==> config.mk <==
export PLATFORM = sky130hd
export DESIGN_NAME = button_conditioner
export DESIGN_NICKNAME = d
export VERILOG_FILES = /design/src/rtl/rtc_pkg.sv /design/src/rtl/debounce_channel.sv /design/src/rtl/button_conditioner.sv
export SDC_FILE = /design/constraint.sdc
export NUM_CORES = 1
export LEC_CHECK = 0
export CORE_MARGIN = 1
export CORE_UTILIZATION = 40
export CTS_BUF_LIST = sky130_fd_sc_hd__clkbuf_4
export DETAILED_ROUTE_END_ITERATION = 7
export PLACE_DENSITY = 0.56
export SLEW_MARGIN = 25
export SYNTH_ARGS = -nofsm -noshare
export SYNTH_HDL_FRONTEND = slang
export SYNTH_HIERARCHICAL = 1
export SYNTH_SLANG_ARGS = --single-unit
==> constraint.sdc <==
create_clock -name clock50MHz -period 2.6 [get_ports clock50MHz]
set_input_delay 0.52 -clock clock50MHz [delete_from_list [all_inputs] [get_ports clock50MHz]]
set_output_delay 0.52 -clock clock50MHz [all_outputs]
set_load 0.05 [all_outputs]
==> src/rtl/rtc_pkg.sv <==
// rtl/rtc_pkg.sv - shared RTC button timing constants and channel state type
package rtc_pkg;

  localparam int CLK_HZ              = 50_000_000;
  localparam int DEBOUNCE_CYCLES_DEF = CLK_HZ / 100;
  localparam int REPEAT_DELAY_DEF    = CLK_HZ / 2;
  localparam int REPEAT_PERIOD_DEF   = CLK_HZ / 5;

  typedef enum logic [1:0] {IDLE, PRESS_DEB, PRESSED, RELEASE_DEB} btn_state_t;

  function automatic int max3(input int a, input int b, input int c);
    int m;
    m = (a > b) ? a : b;
    return (m > c) ? m : c;
  endfunction

endpackage

==> src/rtl/debounce_channel.sv <==
// rtl/debounce_channel.sv - one button: 2-FF sync, debounce FSM, press pulse
// Auto-repeat counter present only when BUTTON_AUTO_REPEAT_EN is defined.
module debounce_channel
  import rtc_pkg::*;
#(
  parameter int DEBOUNCE_CYCLES = DEBOUNCE_CYCLES_DEF,
  parameter int REPEAT_DELAY    = REPEAT_DELAY_DEF,
  parameter int REPEAT_PERIOD   = REPEAT_PERIOD_DEF
) (
  input  logic clock50MHz,
  input  logic resetn,
  input  logic button_n_i,
  input  logic enable_i,
  output logic held_o,
  output logic press_pulse_o
);

  localparam int CW = $clog2(max3(DEBOUNCE_CYCLES, REPEAT_DELAY, REPEAT_PERIOD) + 1);
  localparam logic [CW-1:0] DEB_LAST = CW'(DEBOUNCE_CYCLES - 1);
  localparam logic [CW-1:0] CNT_ONE  = CW'(1);

  logic          sync1_q, sync2_q;
  logic          s;
  btn_state_t    state_q, state_d;
  logic [CW-1:0] cnt_q, cnt_d;
  logic          held_q, held_d;
  logic          pulse_q, pulse_d;
  logic          accept;
  logic          rep_fire;

  // Sync flops reset to the released level so a held button re-debounces after reset.
  always_ff @(posedge clock50MHz or negedge resetn) begin
    if (!resetn) begin
      sync1_q <= 1'b1;
      sync2_q <= 1'b1;
    end else begin
      sync1_q <= button_n_i;
      sync2_q <= sync1_q;
    end
  end

  assign s = ~sync2_q;

  always_comb begin
    state_d = state_q;
    cnt_d   = cnt_q;
    held_d  = held_q;
    accept  = 1'b0;
    case (state_q)
      IDLE: begin
        if (s) begin
          state_d = PRESS_DEB;
          cnt_d   = CNT_ONE;
        end
      end
      PRESS_DEB: begin
        if (!s) begin
          state_d = IDLE;
          cnt_d   = '0;
        end else if (cnt_q == DEB_LAST) begin
          state_d = PRESSED;
          cnt_d   = '0;
          held_d  = 1'b1;
          accept  = 1'b1;
        end else begin
          cnt_d = cnt_q + CNT_ONE;
        end
      end
      PRESSED: begin
        if (!s) begin
          state_d = RELEASE_DEB;
          cnt_d   = CNT_ONE;
        end
      end
      RELEASE_DEB: begin
        if (s) begin
          state_d = PRESSED;
          cnt_d   = '0;
        end else if (cnt_q == DEB_LAST) begin
          state_d = IDLE;
          cnt_d   = '0;
          held_d  = 1'b0;
        end else begin
          cnt_d = cnt_q + CNT_ONE;
        end
      end
      default: begin
        state_d = IDLE;
        cnt_d   = '0;
        held_d  = 1'b0;
      end
    endcase
  end

`ifdef BUTTON_AUTO_REPEAT_EN
  localparam logic [CW-1:0] REP_FIRST  = CW'(REPEAT_DELAY);
  localparam logic [CW-1:0] REP_RELOAD = CW'(REPEAT_DELAY - REPEAT_PERIOD);

  logic [CW-1:0] rep_q, rep_d;

  // Reloading to DELAY-PERIOD makes every later pulse land PERIOD cycles apart.
  always_comb begin
    rep_d    = rep_q;
    rep_fire = 1'b0;
    if (!enable_i || state_d == IDLE || state_q == PRESS_DEB) begin
      rep_d = '0;
    end else if (state_q == PRESSED) begin
      if (rep_q + CNT_ONE == REP_FIRST) begin
        rep_fire = 1'b1;
        rep_d    = REP_RELOAD;
      end else begin
        rep_d = rep_q + CNT_ONE;
      end
    end
  end

  always_ff @(posedge clock50MHz or negedge resetn) begin
    if (!resetn) rep_q <= '0;
    else         rep_q <= rep_d;
  end
`else
  assign rep_fire = 1'b0;
`endif

  assign pulse_d = (accept & enable_i) | rep_fire;

  always_ff @(posedge clock50MHz or negedge resetn) begin
    if (!resetn) begin
      state_q <= IDLE;
      cnt_q   <= '0;
      held_q  <= 1'b0;
      pulse_q <= 1'b0;
    end else begin
      state_q <= state_d;
      cnt_q   <= cnt_d;
      held_q  <= held_d;
      pulse_q <= pulse_d;
    end
  end

  assign held_o        = held_q;
  assign press_pulse_o = pulse_q;

endmodule

==> src/rtl/button_conditioner.sv <==
// rtl/button_conditioner.sv - conditions NUM_BTN raw active-low buttons for RTC time-set
// Optional auto-repeat: define BUTTON_AUTO_REPEAT_EN.
module button_conditioner
  import rtc_pkg::*;
#(
  parameter int NUM_BTN         = 4,
  parameter int DEBOUNCE_CYCLES = DEBOUNCE_CYCLES_DEF,
  parameter int REPEAT_DELAY    = REPEAT_DELAY_DEF,
  parameter int REPEAT_PERIOD   = REPEAT_PERIOD_DEF
) (
  input  logic               clock50MHz,
  input  logic               resetn,
  input  logic [NUM_BTN-1:0] push_button_n,
  input  logic               enable,
  output logic [NUM_BTN-1:0] held,
  output logic [NUM_BTN-1:0] press_pulse
);

  for (genvar g = 0; g < NUM_BTN; g++) begin : g_chan
    debounce_channel #(
      .DEBOUNCE_CYCLES (DEBOUNCE_CYCLES),
      .REPEAT_DELAY    (REPEAT_DELAY),
      .REPEAT_PERIOD   (REPEAT_PERIOD)
    ) u_chan (
      .clock50MHz    (clock50MHz),
      .resetn        (resetn),
      .button_n_i    (push_button_n[g]),
      .enable_i      (enable),
      .held_o        (held[g]),
      .press_pulse_o (press_pulse[g])
    );
  end

endmodule

==> summary.md, run 1 <==
| Metric | Value |
|---|---|
| Outcome | `completed` |
| Layout cells sized above 1 | `11.5%` |
| Detailed Place HPWL | `around 10,000 um` |
| Fin crit period | `roughly 2.3 ns` |
| Ys flop type | `dfrtp_1` |
| Clk slew on worst S/H paths | `around 0.1 ns` |
| Buffers on Ports | `14` |
| Ys Warns | `6` |
| Mapped Nets | `729` |
| Post-CTS Hold Fix Bufs | `0` |
| Max cap viols | `0` |
| Fin. Hold Viols | `0` |
| Post-CTS resize count | `0` |
| Clk Latency, worst-skew pair | `approximately 0.53 ns` |
| Num CTS Buffers | `17` |
| Critical R2R Capture | `g_chan[3].u_chan/cnt_q[23]$_DFFE_PN0P_` |
| Die height | `between 100 and 150 um` |
| Core area | `about 0.017 mm^2` |
| Critical Path Max Stage Delay | `a little over 0.8 ns` |
| Peak supply drop | `253 uV` |
| Slowest CP cell | `clkdlybuf4s50_1` |
| Post-CTS setup buffers | `0` |
| FMAX | `between 400 and 500 MHz` |
| Seq/Total Area, Yosys | `~46%` |
| Worst-path maximum fanout | `3` |
| Final Skew | `0.0135 ns` |
| Total Routing Usage GR | `between 10% and 20%` |
| Clk root buf | `clkbuf_4` |
| Min-Delay Path Class | `in2async` |
| Rel. slew slack | `between 40 and 50%` |
| DR DRC count | `0` |
| I/O pin count | `15` |
| EDFF count, synth | `0` |
| Ranking of synthesized cells by area | `dfrtp_1 43%, a31oi_1 4.2%, nand2_1 3.9%` |
| Htree depth | `4` |
| CP required | `2.08 ns` |
| Initial core utilization | `between 40% and 50%` |
| DR vias/cell | `5.82` |
| Crit. End Element | `primary output` |
| Initial DRC Count | `between 300 and 400` |
| Critical path launch point type | `flop` |
| Worst Max-Slew Pin Slew | `roughly 0.76 ns` |
| Post-Synthesis Cells | `just over 700` |
| Vias | `between 5,000 and 6,000` |
| Post-route setup TNS | `0 ns` |
| Total grt overflow | `0` |
| Total iterations of the first detailed-routing run | `5` |
| Drt total wl | `15,500 um` |
| Most frequent cells after synthesis | `116 x dfrtp_1, 70 x nand2_1, 56 x nor2_1, 52 x nand3_1, 51 x a21oi_1` |
| First-pass GRT wire length | `approximately 27,000 um` |
| FF-to-FF Start | `g_chan[3].u_chan/cnt_q[0]$_DFFE_PN0P_` |
| Post-Synthesis Cell Area | `0.00678 mm^2` |
| Worst Path Buf+Inv | `1` |
| Cell with the most instances after synthesis | `dfrtp_1` |
| Antenna-violating nets left | `0` |
| Tot Pwr | `roughly 0.0037 W` |
| Post-synth cell types | `63` |
| Sink count of the clock tree | `124` |
| CP Class | `reg2out` |
| RSZ-0062 raised after global routing | `false` |
| Initial antenna violation count | `1` |
| Vias in the first global route | `5,312` |
| CP cell instances | `clkdlybuf4s50_1` |
| Largest net degree at the start of global routing | `125` |
| Worst hold slack | `0.0531 ns` |
| Final period util | `just under 90%` |
| PwrDens | `around 500 mW/mm^2` |
| CP arrival | `1.76 ns` |
| Avg WL per Cell | `around 16 um` |
| Syn_area_per_cell | `between 9 and 10 um^2` |
| P_leak | `~2.9 nW` |
| Die span in x | `132 um` |
| Layout area overhead | `7.95%` |
| Area leader, netlist | `dfrtp_1` |
| GPL Wtd Cong | `between 0.8 and 0.9` |
| Setup Viol. Count Final | `0` |
| Longest Clk Path Bufs | `2` |
| R2R cell count | `6` |
| Post-synthesis async set-or-reset flop share | `100%` |
| CTS tree | `yes` |
| Final Slew Violations | `0` |
| Final Net Count | `between 700 and 800` |
| R2R Setup Slk | `about 0.46 ns` |
| Die Area | `~0.017 mm^2` |
| Top-area cell type share of the netlist area | `a little over two fifths` |
| #FFs+latches synth | `~120` |
| Largest delay contributor family on the critical path | `buffers and inverters` |
| Num rows | `47` |
final cells by class:
class | count | area [um^2]
repair buffers | 24 | 225
flip-flops and latches | 124 | 3110
diodes | 2 | 5.00
multi-input cells | 542 | 3380
fillers | 1628 | 9260
well taps | 220 | 275
clock inverters | 11 | 101
clock buffers | 21 | 158
inverters | 18 | 67.6
per-stage QoR:
step	instance area (um^2)	worst slack (ns)	std cells	utilization (%)
global placement	7060	0.597	928	42.6
global route	7320	0.212	961	44.1
floorplan	6780	0.781	718	-
CTS	7320	0.236	960	44.1
detailed placement	7060	0.502	928	42.6
finish	7320	0.319	962	44.2
worst max-delay path by stage:
| stage | slack [ns] | start | depth (start not counted) | to |
|---|---|---|---|---|
| after detailed placement | 0.50 | g_chan[3].u_chan/cnt_q[0]$_DFFE_PN0P_ | 6 | g_chan[3].u_chan/cnt_q[23]$_DFFE_PN0P_ |
| after floorplan | 0.78 | g_chan[1].u_chan/cnt_q[0]$_DFFE_PN0P_ | 7 | g_chan[1].u_chan/cnt_q[1]$_DFFE_PN0P_ |
| after CTS | 0.24 | g_chan[0].u_chan/held_o$_DFFE_PN0P_ | 1 | held[0] |
| after global placement | 0.60 | g_chan[3].u_chan/cnt_q[0]$_DFFE_PN0P_ | 6 | g_chan[3].u_chan/cnt_q[23]$_DFFE_PN0P_ |
| final | 0.32 | g_chan[0].u_chan/held_o$_DFFE_PN0P_ | 1 | held[0] |
| after global routing | 0.21 | g_chan[0].u_chan/held_o$_DFFE_PN0P_ | 1 | held[0] |
per-layer routing:
layer / part of all wire [%] / global-route usage, % / vias to the layer above
li1: - / - / 2710
met3: 3.5 / 4.31 / 14
met2: 48 / 30.3 / 111
met1: 48 / 25.0 / 2760
met5: 0 / 0 / -
met4: 1.0 / 6.39 / 0
cell families (layout without fill, tap and decap cells):
| kind of cell | after synthesis | count (layout) | synth area share [%] |
|---|---|---|---|
| buf+inv | 52 | 74 | 4.32 |
| compound gates | 174 | 174 | 16.6 |
| fa+ha+maj | 4 | 4 | 0.738 |
| simple gates | 330 | 330 | 28.0 |
| mux | 7 | 7 | 1.03 |
| flops | 124 | 124 | 45.9 |
| other cells | 0 | 2 | 0 |
| xor+xnor | 27 | 27 | 3.49 |
sequential cells by signal (all words and copies together) (netlist names), named ones only:
| signal | cells |
|---|---|
| g_chan.u_chan/sync2_q | 4 |
| g_chan.u_chan/held_o | 4 |
| g_chan.u_chan/cnt_q | 100 |
| g_chan.u_chan/state_q | 4 |
| g_chan.u_chan/sync1_q | 4 |
| g_chan.u_chan/press_pulse_o | 4 |
report_power, final:
part | internal, W | total (W) | switching [W]
Clock | 0.000594 | 0.00129 | 0.000697
Combinational | 0.000104 | 0.000281 | 0.000177
Sequential | 0.00200 | 0.00210 | 0.000105
layout by cell type, fill, tap and decap left out, types with 16 or more instances in the layout:
cell      instances
inv_1            18
nand3_1          52
clkbuf_4         21
o21ai_0          27
dfrtp_1         116
nand4_1          28
a41oi_1          16
a21oi_1          51
nor4_1           16
a31oi_1          46
nor2_1           56
nand2_1          70
No activity file was read; power rests on OpenSTA's default activity.
==> inputs of run 2 (changes only) <==
Settings changed: SLEW_MARGIN 25 to unset.
==> results of run 2 <==
No change in the layout: final DEF, timing and power equal those of run 1.
==> inputs of run 3 (changes only) <==
Settings changed: ABC_AREA set to 1, CORE_ASPECT_RATIO set to 0.6, SYNTH_HIERARCHICAL 1 to unset.
==> run 3 against run 2 <==
  * Clock power is 26% higher
  * Core utilization up 0.17 points
  * Largest cell class unchanged
  * Setup slack lost 0.028 ns
==> summary.md, run 3 <==
| Metric | Value |
|---|---|
| Ys flop type | `dfrtp_1` |
| Top reg by flops | `g_chan.u_chan.cnt_q` |
| Total iterations of the first detailed-routing run | `5` |
| Dpl cell area | `slightly above 0.008 mm^2` |
| Ranking of synthesized cells by area | `dfrtp_1 37%, nand2_1 17%, nor2_1 6.8%` |
| Layout area overhead | `8.55%` |
| PwrDens | `roughly 520 mW/mm^2` |
| Worst Max-Slew Pin Slew | `roughly 0.53 ns` |
| Critical Path Max Stage Delay | `around 0.83 ns` |
| Syn_area_per_cell | `~7.0 um^2` |
| Drt total wl | `between 15,000 and 20,000 um` |
| Most frequent cells after synthesis | `346 x nand2_1, 140 x nor2_1, 135 x inv_1, 116 x dfrtp_1, 91 x nand3_1` |
| Commonest non-fill, non-tap cell in the layout | `nand2_1` |
| DR DRC count | `0` |
| Total grt overflow | `0` |
| EDFF count, synth | `0` |
| Num rows | `39` |
| Post-Synth Adder-Cell Area | `0.644%` |
| Post-Synthesis Cells | `1,109` |
| First-pass GRT wire length | `approximately 34,000 um` |
| Total Routing Usage GR | `a little over a fifth` |
| Setup Viol. Count Final | `0` |
| Clk slew on worst S/H paths | `about 0.14 ns` |
| Synth Area in Simple Gates | `about two fifths` |
| Post-synth cell types | `38` |
| Post-synthesis async set-or-reset flop share | `100%` |
| Final Net Count | `between 1,000 and 1,500` |
| Die span in x | `around 180 um` |
| Largest register FFs | `100` |
| RSZ-0062 raised after global routing | `false` |
| Final Skew | `between 0.03 and 0.04 ns` |
| Layout cells sized above 1 | `10.5%` |
| FMAX | `roughly 430 MHz` |
| Buffers on Ports | `14` |
| Final Util | `44.3%` |
| Clk Latency, worst-skew pair | `roughly 0.56 ns` |
| Max cap viols | `0` |
| Fin crit period | `around 2.3 ns` |
| Main combinational cell family by area after synthesis | `simple AND/OR/NAND/NOR gates` |
| Num CTS Buffers | `17` |
| Seq/Total Area, Yosys | `roughly two fifths` |
| CP cell instances | `clkdlybuf4s50_1` |
| Worst-path maximum fanout | `2` |
| CP arrival | `around 1.8 ns` |
| Die Area | `roughly 0.020 mm^2` |
| GR Layer Usage met2 | `between 20% and 30%` |
| Detailed Place HPWL | `about 15,000 um` |
| Mapped Nets | `1,120` |
| Critical path launch point type | `flop` |
| Post-synthesis mux area share | `0%` |
| Final period util | `~90%` |
| Fin. Hold Viols | `0` |
| Antenna-violating nets left | `0` |
| Post-CTS setup buffers | `0` |
| Most frequent cells in the layout | `346 x nand2_1, 140 x nor2_1, 135 x inv_1` |
| CP required | `2.08 ns` |
| Crit. End Element | `primary output` |
| Synth Area in Compound Gates | `between 5 and 6%` |
| Rel. slew slack | `64.1%` |
| Slowest CP cell | `clkdlybuf4s50_1` |
| Post-Synthesis Cell Area | `0.00777 mm^2` |
| Area leader, netlist | `dfrtp_1` |
| Vias in the first global route | `about 6,300` |
| Initial antenna violation count | `0` |
| I/O pin count | `15` |
| Avg WL per Cell | `around 14 um` |
| CTS tree | `yes` |
| Largest net degree at the start of global routing | `58` |
| Min-Delay Path Class | `in2reg` |
| Worst Path Buf+Inv | `1` |
| Final Instance Area | `0.00844 mm^2` |
| Initial DRC Count | `roughly 580` |
| Sink count of the clock tree | `around 120` |
| Htree depth | `4` |
| Antenna diode count | `0` |
| Vias | `roughly 7,000` |
| GPL Wtd Cong | `approximately 0.91` |
| Top-area cell type share of the netlist area | `37.3%` |
| Clk root buf | `clkbuf_4` |
| Ys Warns | `0` |
| XOR/XNOR share of the synthesized area | `2.80%` |
| M3 GR Usage | `~4%` |
| Filler instances | `~2,000` |
| Core area | `0.0190 mm^2` |
| DR vias/cell | `slightly above 5` |
| CP Class | `reg2out` |
| P_leak | `3.78 nW` |
| Largest delay contributor family on the critical path | `buffers and inverters` |
| GR peak layer | `met1` |
| Longest Clk Path Bufs | `2` |
| Initial core utilization | `40.8%` |
| Post-route setup TNS | `0 ns` |
| Met1 usage | `a little over a third` |
| Cell with the most instances after synthesis | `nand2_1` |
| Peak supply drop | `around 350 uV` |
| Die height | `110 um` |
| Final Slew Violations | `0` |
| #FFs+latches synth | `around 120` |
| Outcome | `completed` |
-- run 3: power breakdown --
group	switching, W	internal [W]	leakage, nW
clock	0.000854	0.000761	0.164
sequential	0.000111	0.00201	1.68
combinational	0.000472	0.000178	1.94
total	0.00144	0.00295	3.78
-- run 3: cells by family (layout without fill, tap and decap cells) --
family          after synthesis  count (layout)
xor+xnor                     24              24
compound gates               79              79
simple gates                705             705
fa+ha+maj                     4               4
flops                       124             124
buf+inv                     173             202
-- run 3: worst paths after layout --
kind / from / end / slack (ns) / cells after the start
setup / recovery: g_chan[3].u_chan.held_o$_DFFE_PN0P_ / held[3] / 0.29 / 1
hold / removal: push_button_n[2] / g_chan[2].u_chan.sync1_q$_DFF_PN1_ / 0.36 / 1
setup reg to reg: g_chan[3].u_chan.cnt_q[0]$_DFFE_PN0P_ / g_chan[3].u_chan.cnt_q[12]$_DFFE_PN0P_ / 0.59 / 10
hold reg to reg: g_chan[0].u_chan.sync1_q$_DFF_PN1_ / g_chan[0].u_chan.sync2_q$_DFF_PN1_ / 0.36 / 0
max in group asynchronous: resetn / g_chan[1].u_chan.sync2_q$_DFF_PN1_ / 1.38 / 3
min in group asynchronous: resetn / g_chan[3].u_chan.cnt_q[20]$_DFFE_PN0P_ / 0.48 / 2
-- run 3: stage by stage --
step	hold WS, ns	power (W)	setup slack, ns	cells
2_1_floorplan	0.224	0.00263	1.05	1109
3_3_place_gp	0.346	0.00282	0.700	1352
3_5_place_dp	0.347	0.00282	0.638	1352
4_1_cts	0.321	0.00444	0.254	1384
5_1_grt	0.319	0.00463	0.225	1384
6_report	0.357	0.00439	0.290	1384
-- run 3: layout make-up --
class / instances / area [um^2] / share of cell area [%]
well taps: 246 / 308 / 3.65
clock inverters: 14 / 196 / 2.33
flip-flops and latches: 124 / 3110 / 36.9
multi-input cells: 812 / 3930 / 46.6
inverters: 152 / 571 / 6.76
clock buffers: 17 / 128 / 1.51
repair buffers: 19 / 194 / 2.30
-- run 3: layer usage --
layer,up-vias,part of all wire (%)
met1,3224,56
met3,13,5.9
li1,3579,-
met5,-,0
met2,196,37
met4,0,0.71
-- run 3: repair_timing --
action	in CTS	in global routing
resized for setup	0	0
setup endpoints to repair	0	0
endpoints found under the hold margin	52	0
hold buffers	1	0
